`src/rtl/mod_alu_operand_loader_if.sv`:
```
// Switch/button input bus and captured-operand output bus of the ALU
// operand loader.
//   SW        switch data: operand value or operation code
//   BTN_LOAD  raw load push-button (asynchronous, bouncy)
//   BTN_CLR   raw clear push-button (asynchronous, bouncy)
//   A_OUT     captured operand A
//   B_OUT     captured operand B
//   OP_OUT    captured operation code
//   VALID     high while A/B/OP form a complete operation
//   STATE     capture FSM state, for LEDs
// The slave modport is the loader; the master modport is the board or bench side.
interface mod_alu_operand_loader_if #(
  parameter int WIDTH = 6,
  parameter int OPW   = 4
);
  logic [WIDTH-1:0] SW;
  logic             BTN_LOAD;
  logic             BTN_CLR;
  logic [WIDTH-1:0] A_OUT;
  logic [WIDTH-1:0] B_OUT;
  logic [OPW-1:0]   OP_OUT;
  logic             VALID;
  logic [1:0]       STATE;

  modport master (
    output SW, BTN_LOAD, BTN_CLR,
    input  A_OUT, B_OUT, OP_OUT, VALID, STATE
  );

  modport slave (
    input  SW, BTN_LOAD, BTN_CLR,
    output A_OUT, B_OUT, OP_OUT, VALID, STATE
  );
endinterface

```
`src/rtl/mod_alu_operand_loader.sv`:
```
// ALU operand loader: captures operand A, operand B and the operation code
// from the switches, one debounced load-button press at a time, and holds
// them as registered inputs for the ALU datapath.
// Ports:
//   CLK  system clock, rising edge
//   RST  synchronous active-low reset
//   bus  slave side of mod_alu_operand_loader_if (SW, buttons in; A/B/OP,
//        VALID, STATE out). All outputs come straight from registers.
module mod_alu_operand_loader #(
  parameter int WIDTH     = 6,
  parameter int OPW       = 4,
  parameter int DB_CYCLES = 1000000
) (
  input  logic                        CLK,
  input  logic                        RST,
  mod_alu_operand_loader_if.slave     bus
);

  localparam int CW = (DB_CYCLES > 1) ? $clog2(DB_CYCLES + 1) : 1;
  localparam logic [CW-1:0] CNT_LAST = CW'(DB_CYCLES - 1);

  typedef enum logic [1:0] {
    WAIT_A  = 2'b00,
    WAIT_B  = 2'b01,
    WAIT_OP = 2'b10,
    EXEC    = 2'b11
  } state_t;

  // Button index 0 = load, 1 = clear.
  logic [1:0]    raw_s;
  logic [1:0]    sync1_r;
  logic [1:0]    sync2_r;
  logic [1:0]    db_r;
  logic [1:0]    db_dly_r;
  logic [1:0]    evt_r;
  logic [CW-1:0] cnt_r [2];

  logic             load_evt_s;
  logic             clr_evt_s;

  state_t           state_r;
  state_t           state_s;
  logic [WIDTH-1:0] a_r;
  logic [WIDTH-1:0] a_s;
  logic [WIDTH-1:0] b_r;
  logic [WIDTH-1:0] b_s;
  logic [OPW-1:0]   op_r;
  logic [OPW-1:0]   op_s;
  logic             valid_r;

  assign raw_s      = {bus.BTN_CLR, bus.BTN_LOAD};
  assign load_evt_s = evt_r[0];
  assign clr_evt_s  = evt_r[1];

  // Two-stage synchronizer, debounce counters and registered rising-edge events.
  always_ff @(posedge CLK) begin
    if (!RST) begin
      sync1_r  <= 2'b00;
      sync2_r  <= 2'b00;
      db_r     <= 2'b00;
      db_dly_r <= 2'b00;
      evt_r    <= 2'b00;
      for (int i = 0; i < 2; i++) begin
        cnt_r[i] <= '0;
      end
    end else begin
      sync1_r  <= raw_s;
      sync2_r  <= sync1_r;
      db_dly_r <= db_r;
      // Only a rise of the debounced level is an event; releases are silent.
      evt_r    <= db_r & ~db_dly_r;
      for (int i = 0; i < 2; i++) begin
        if (sync2_r[i] != db_r[i]) begin
          // Accept on the DB_CYCLES-th consecutive differing sample.
          if (cnt_r[i] == CNT_LAST) begin
            db_r[i]  <= sync2_r[i];
            cnt_r[i] <= '0;
          end else begin
            cnt_r[i] <= cnt_r[i] + CW'(1);
          end
        end else begin
          cnt_r[i] <= '0;
        end
      end
    end
  end

  // Capture FSM next state and next register values; clear beats load.
  always_comb begin
    state_s = state_r;
    a_s     = a_r;
    b_s     = b_r;
    op_s    = op_r;
    if (clr_evt_s) begin
      state_s = WAIT_A;
      a_s     = '0;
      b_s     = '0;
      op_s    = '0;
    end else if (load_evt_s) begin
      case (state_r)
        WAIT_A: begin
          a_s     = bus.SW;
          state_s = WAIT_B;
        end
        WAIT_B: begin
          b_s     = bus.SW;
          state_s = WAIT_OP;
        end
        WAIT_OP: begin
          op_s    = bus.SW[OPW-1:0];
          state_s = EXEC;
        end
        EXEC: begin
          // The press that leaves EXEC also recaptures A for the next operation.
          a_s     = bus.SW;
          state_s = WAIT_B;
        end
        default: begin
          state_s = WAIT_A;
        end
      endcase
    end else begin
      state_s = state_r;
    end
  end

  // State and output registers; VALID tracks the state being entered.
  always_ff @(posedge CLK) begin
    if (!RST) begin
      state_r <= WAIT_A;
      a_r     <= '0;
      b_r     <= '0;
      op_r    <= '0;
      valid_r <= 1'b0;
    end else begin
      state_r <= state_s;
      a_r     <= a_s;
      b_r     <= b_s;
      op_r    <= op_s;
      valid_r <= (state_s == EXEC);
    end
  end

  assign bus.A_OUT  = a_r;
  assign bus.B_OUT  = b_r;
  assign bus.OP_OUT = op_r;
  assign bus.VALID  = valid_r;
  assign bus.STATE  = state_r;

endmodule
```
`src/flat_wrapper.sv`:
```
// flat-port wrapper written by rule: the top's interface ports become plain ports
module mod_alu_operand_loader_flat 
#(
  parameter int WIDTH     = 6,
  parameter int OPW       = 4,
  parameter int DB_CYCLES = 1000000
)
  (CLK, RST, bus_SW, bus_BTN_LOAD, bus_BTN_CLR, bus_A_OUT, bus_B_OUT, bus_OP_OUT, bus_VALID, bus_STATE);
  mod_alu_operand_loader_if #(.WIDTH(WIDTH), .OPW(OPW)) bus_i ();
  input  logic CLK;
  input  logic RST;
  input wire logic [$bits(bus_i.SW)-1:0] bus_SW;
  input wire logic [$bits(bus_i.BTN_LOAD)-1:0] bus_BTN_LOAD;
  input wire logic [$bits(bus_i.BTN_CLR)-1:0] bus_BTN_CLR;
  output wire logic [$bits(bus_i.A_OUT)-1:0] bus_A_OUT;
  output wire logic [$bits(bus_i.B_OUT)-1:0] bus_B_OUT;
  output wire logic [$bits(bus_i.OP_OUT)-1:0] bus_OP_OUT;
  output wire logic [$bits(bus_i.VALID)-1:0] bus_VALID;
  output wire logic [$bits(bus_i.STATE)-1:0] bus_STATE;
  assign bus_i.SW = bus_SW;
  assign bus_i.BTN_LOAD = bus_BTN_LOAD;
  assign bus_i.BTN_CLR = bus_BTN_CLR;
  assign bus_A_OUT = bus_i.A_OUT;
  assign bus_B_OUT = bus_i.B_OUT;
  assign bus_OP_OUT = bus_i.OP_OUT;
  assign bus_VALID = bus_i.VALID;
  assign bus_STATE = bus_i.STATE;
  mod_alu_operand_loader #(.WIDTH(WIDTH), .OPW(OPW), .DB_CYCLES(DB_CYCLES)) u_core (.CLK(CLK), .RST(RST), .bus(bus_i));
endmodule
```
`config.mk`:
```
export PLATFORM = sky130hd
export DESIGN_NAME = mod_alu_operand_loader_flat
export DESIGN_NICKNAME = d
export VERILOG_FILES = /design/src/rtl/mod_alu_operand_loader_if.sv /design/src/rtl/mod_alu_operand_loader.sv /design/src/flat_wrapper.sv
export SDC_FILE = /design/constraint.sdc
export NUM_CORES = 1
export LEC_CHECK = 0
export BUFFER_PORTS_ARGS = -buffer_cell sky130_fd_sc_hd__buf_2
export CAP_MARGIN = 25
export CORE_AREA = 5 5 96 98
export CTS_CLUSTER_SIZE = 24
export DETAILED_ROUTE_END_ITERATION = 6
export DIE_AREA = 0 0 101 103
export PLACE_DENSITY = 0.58
export SLEW_MARGIN = 20
export SYNTH_ARGS = -nofsm -noshare
export SYNTH_HDL_FRONTEND = slang
export SYNTH_SLANG_ARGS = --single-unit
```
`constraint.sdc`:
```
create_clock -name CLK -period 2.15 [get_ports CLK]
set_clock_uncertainty 0.2 [all_clocks]
set_input_delay 0.1075 -clock CLK [delete_from_list [all_inputs] [get_ports CLK]]
set_output_delay 0.1075 -clock CLK [all_outputs]
set_load 0.03 [all_outputs]
```
Word-level counts from Yosys, hierarchy flattened
Memory sizes are Yosys's and may differ from the RTL's.
Index checks and enable logic that the tools add are counted.
{ "totals": {"ramBits": 40, "out_inout_bits": 19, "in_bits": 10, "mem_bits_ro": 0, "memories": 1, "regBits": 29, "latch_bits": 0, "wordCells": 71} }
{ "memory_table": {"columns": ["memory", "words", "word_bits", "read_ports", "rd_ports_with_merged_regs", "wr", "line", "source"], "rows": [
  ["u_core.cnt_r", 2, 20, 2, 0, 2, "mod_alu_operand_loader.sv:36", "logic [CW-1:0] cnt_r [2];"]
]} }
{ "classes": {"reduce_logical": 8, "n_lt_le_gt_ge": 0, "shift": 0, "addsub": 2, "bitwise": 9, "eq_ne": 8, "mux": 32, "n_div": 0, "mul": 0} }
{ "op_table": {"columns": ["operator", "count"], "rows": [
  ["20-bit 2-to-1 mux", 6],
  ["20-bit by 1-bit adder with 20-bit output, second input constant", 2],
  ["20-bit equality test, second input constant", 2],
  ["1-bit 2-to-1 mux", 23],
  ["2-bit AND reduction", 5],
  ["2-bit equality test, second input constant", 3],
  ["1-bit OR", 6],
  ["2-bit one-hot mux with 3 select lines", 1],
  ["2-bit 2-to-1 mux", 2],
  ["2-bit OR reduction", 2],
  ["2-bit bitwise AND", 1],
  ["2-bit by 1-bit equality test with 1-bit output, second input constant", 1],
  ["2-bit zero test", 1],
  ["1-bit inequality test", 2],
  ["2-bit inverter", 1],
  ["1-bit inverter", 1]
]} }

Depth between registers and ports, before layout
{ "logic_depth": {"word_depth": 8, "depth_mapped": 6} }

Worst setup path before layout
OpenSTA, ideal clock, no wires.
{ "synth_timing": {"path_kind": "flip-flop to flip-flop", "from": "memory u_core.cnt_r[0][10] in the netlist's numbering", "to": "memory u_core.cnt_r[0][17] in the netlist's numbering (data pin)", "period_less_slack_ns": 2.135, "path_buffers": 1, "t_arrival_ns": 1.792, "slack_ns": 0.015, "stages_incl_launch_ff": 6, "setup_ns": 0.142, "required_ns": 1.808, "cell_sequence": "edfxtp_1 nand4_1 or4_1 buf_2 or4b_4 a21oi_2"} }
{ "synth_lines": {"columns": ["item", "line"], "rows": [
  ["from (decl)", "mod_alu_operand_loader.sv:36"]
]} }

==> impl_summary.log <==
INFO  metric ant_nets = 0
INFO  metric ff_latch_area = 1780 µm²
INFO  metric synth.top_cells.by_area = edfxtp_1 37%, dfxtp_1 18%, nand3_1 5.0%
INFO  metric gr-total-overflow = 0
INFO  metric critPathLaunch = u_core.cnt_r[0][8]
INFO  metric worstPathCellList = nand3_2 > or4_4 > or4b_4 > a21oi_2
INFO  metric vias_in_the_first_global_route = 2515
INFO  metric synth.cell_area = 3220 µm²
INFO  metric synth_top_family_by_area = simple AND/OR/NAND/NOR gates
INFO  metric cts_max_level = 3
INFO  metric drt_first_pass_iters = 4
INFO  metric final-setup-viol-count = 0
INFO  metric req_time_crit_path = 2.17 ns
INFO  metric critical_path.max_stage_delay = 0.57 ns
INFO  metric number_of_vias_per_cell = 4.76
INFO  metric synth_commonest_cells = 40 x edfxtp_1, 32 x nand3_1, 30 x a21oi_1, 30 x nand2_1
INFO  metric dp_worst_setup_slack = -0.0258 ns
INFO  metric post_syn_instances = 322
INFO  metric multi_input_comb_area = 1510 µm²
INFO  metric tightestPinTransition = 0.680 ns
INFO  metric drt_wl_total = 6620 µm
INFO  metric ys_dominant_reg_cell = edfxtp_1
INFO  metric crit_type = flip-flop to flip-flop
INFO  metric avgSynthCellArea = 9.99 µm²
INFO  metric starting_density = 0.384
INFO  metric floorplan.die.width = 101 µm
INFO  metric coreArea = 8380 µm²
INFO  metric yosysUniqueCellTypes = 35
INFO  metric synthesis.yosys.warnings = 0
INFO  metric timing.critical_path.depth = 4
INFO  metric std_cell_rows = 34
INFO  metric outcome = complete, no violations
INFO  metric drtIter0Drc = 98
INFO  metric ctsRootBufferMaster = clkbuf_8
INFO  metric clock_latency = 0.35 ns
INFO  metric grt_pass1_wl = 11100 µm
INFO  metric cp_top_family = simple AND/OR/NAND/NOR gates
INFO  metric crit-reg2reg-capture = u_core.cnt_r[0][17]
INFO  metric drc = 0
INFO  metric io_buffers = 28
INFO  metric timing.critical_path.from_type = flip-flop
INFO  metric synth.mux.area_fraction = 0.00350
INFO  metric clk_transition_reported_paths = 0.09 ns
INFO  metric final.hold.worst_slack = 0.188 ns
INFO  metric fin_crit_sh = 0.965
INFO  metric pin_count_of_the_biggest_net_entering_global_routing = 19
INFO  metric dp.final_hpwl = 4720 µm
INFO  metric hp-class = flip-flop to flip-flop
INFO  metric post_synth_edffs = 40
INFO  metric critPathBufInv = 0
INFO  metric num_vias = 2606
INFO  metric gp_routability_congestion = 0.792
INFO  metric report.final.hold_viol_count = 0
INFO  metric final_nets = 448
INFO  metric power.static_leakage = 1.60 nW
INFO  metric cts_tree = built
INFO  metric min_period = 2.07 ns
INFO  metric dieHeight = 103 µm
INFO  metric r2r_setup_slack = 0.08 ns
INFO  metric cts_made_buffers = 9
INFO  metric finalWorstSetupSlack = 0.0757 ns
INFO  metric fillerInstances = 798
INFO  metric boundaryPins = 29
INFO  metric endpoint = u_core.cnt_r[0][17]
INFO  metric yosys.area_share.xor_xnor = 0.0681
INFO  metric worstSetupEndpointType = flip-flop
INFO  metric compound_cell_area_share_of_the_yosys_netlist = 0.0837
INFO  metric avgRoutedWirePerCell = 12.1 µm
INFO  metric synth_sequential_area_ratio = 0.554
INFO  metric synth_simple_gate_area_share = 0.243
INFO  metric maxSlewViolCount = 0
INFO  metric synth_seq_cells = 69
INFO  metric drv.max_cap_violation_count = 0
INFO  metric timing.critical_path.slowest_stage_cell = or4_4
INFO  metric vdd.ir_drop.worst = 264 µV
INFO  metric crit_arrival = 2.09 ns
INFO  metric clock_path_buffers = 2
INFO  metric final_layout_size_suffix_gt1_frac = 0.214
INFO  metric timing.fmax = 482 MHz
INFO  metric ys_async_sr_fraction = 0
INFO  metric antenna_cells = 0
INFO  metric critical_path.reg2reg.startpoint = u_core.cnt_r[0][8]
INFO  metric groute.usage.overall = 0.133
INFO  metric area_growth_syn_to_layout = 30.8%
INFO  metric powerDensity = 642 nW/µm²
INFO  metric synthMostInstantiatedCell = edfxtp_1
INFO  metric clock_sink_count = 69
INFO  metric synth_top_cell_area_share = 0.374
INFO  metric critical_path.max_fanout = 8
INFO  metric max-slew-margin-rel = 0.546
INFO  metric synthAdderAreaFrac = 0.0156
INFO  metric number_of_antenna_violations_at_the_first_check_in_global_routing = 0
INFO  metric yosys.area.top_type = edfxtp_1
INFO  metric worst_reg2reg_path_length_in_cells = 4
INFO  metric die-area = 10400 µm²
## area by class of cell
class,count,area share
clock buffers,11,0.0413
multi-input cells,267,0.359
well taps,108,0.0321
inverters,11,0.00982
flip-flops and latches,69,0.424
clock inverters,5,0.00833
repair buffers,76,0.126
## flip-flops by register name, summed over array words and instances (netlist names)
name,cells
u_core.bus.A_OUT,6
u_core.sync1_r,2
u_core.cnt_r,40
u_core.bus.VALID,1
u_core.db_r,2
u_core.bus.B_OUT,6
u_core.bus.OP_OUT,4
u_core.sync2_r,2
u_core.bus.STATE,2
u_core.evt_r,2
u_core.db_dly_r,2
## per-layer routing
metal | share of wire | track usage | vias up
met2 | 0.45 | 0.213 | 33
met4 | 0.015 | 0.0603 | 0
li1 | - | - | 1347
met1 | 0.49 | 0.172 | 1217
met3 | 0.041 | 0.0332 | 9
met5 | 0 | 0 | -
## placed cells by master (no fill, tap or decap), types with 4 or more instances in the layout
| cell type | netlist | layout |
|---|---|---|
| clkbuf_8 | 0 | 9 |
| or4_1 | 8 | 7 |
| and2_1 | 9 | 9 |
| nor2_1 | 29 | 29 |
| buf_4 | 0 | 37 |
| buf_2 | 4 | 28 |
| o21ai_0 | 10 | 10 |
| or3_1 | 8 | 8 |
| o31ai_1 | 6 | 6 |
| conb_1 | 1 | 40 |
| a21oi_1 | 30 | 29 |
| dfxtp_1 | 29 | 29 |
| nor4_1 | 6 | 6 |
| edfxtp_1 | 40 | 40 |
| dlygate4sd3_1 | 0 | 11 |
| nand4_1 | 10 | 10 |
| nand3_1 | 32 | 31 |
| ha_1 | 4 | 4 |
| inv_1 | 11 | 11 |
| xor2_1 | 17 | 17 |
| xnor2_1 | 8 | 8 |
| nand2_1 | 30 | 30 |
## worst min-delay path by stage
stage                            start           endpoint  slack, ns  depth (start not counted)
global placement          bus_BTN_LOAD  u_core.sync1_r[0]       0.12                          2
finish              u_core.db_dly_r[1]    u_core.evt_r[1]       0.19                          1
global route        u_core.db_dly_r[1]    u_core.evt_r[1]       0.21                          1
floorplan                          RST  u_core.sync1_r[0]       0.03                          1
CTS                 u_core.db_dly_r[1]    u_core.evt_r[1]       0.19                          1
detailed placement        bus_BTN_LOAD  u_core.sync1_r[0]       0.13                          2
## power breakdown
part,switching [mW],internal (mW),leakage (nW),total (mW)
combinational,0.0770,0.0714,0.845,0.148
sequential,0.0272,1.43,0.647,1.46
clock,0.531,0.564,0.106,1.09
## kinds of logic (layout without fill, tap and decap cells)
logic type,Yosys count,after routing
AND/OR/NAND/NOR,148,148
AO/OA/AOI/OAI,49,49
XOR/XNOR,25,25
buffers and inverters,25,103
other,1,40
multiplexers,1,1
adder cells (fa/ha/maj),4,4
flip-flops,69,69
## metrics by stage
stage | power, mW | area [µm²] | setup TNS [ns] | instances | util
2_1_floorplan | 1.55 | 3360 | 0 | 361 | -
3_3_place_gp | 1.61 | 3810 | 0 | 514 | 0.455
3_5_place_dp | 1.61 | 3810 | -0.263 | 514 | 0.455
4_1_cts | 2.73 | 4150 | 0 | 542 | 0.495
5_1_grt | 2.81 | 4210 | -0.00361 | 547 | 0.502
6_report | 2.70 | 4210 | 0 | 547 | 0.502
## repair_timing
item                                   4_1_cts  5_1_grt
setup endpoints to repair                   22       27
buffers inserted                             1        5
resized for setup                            2        5
hold buffers                                11        0
endpoints found under the hold margin       25        0
pin swaps                                    1        7
Note: power is estimated with default switching activity, not from simulation.
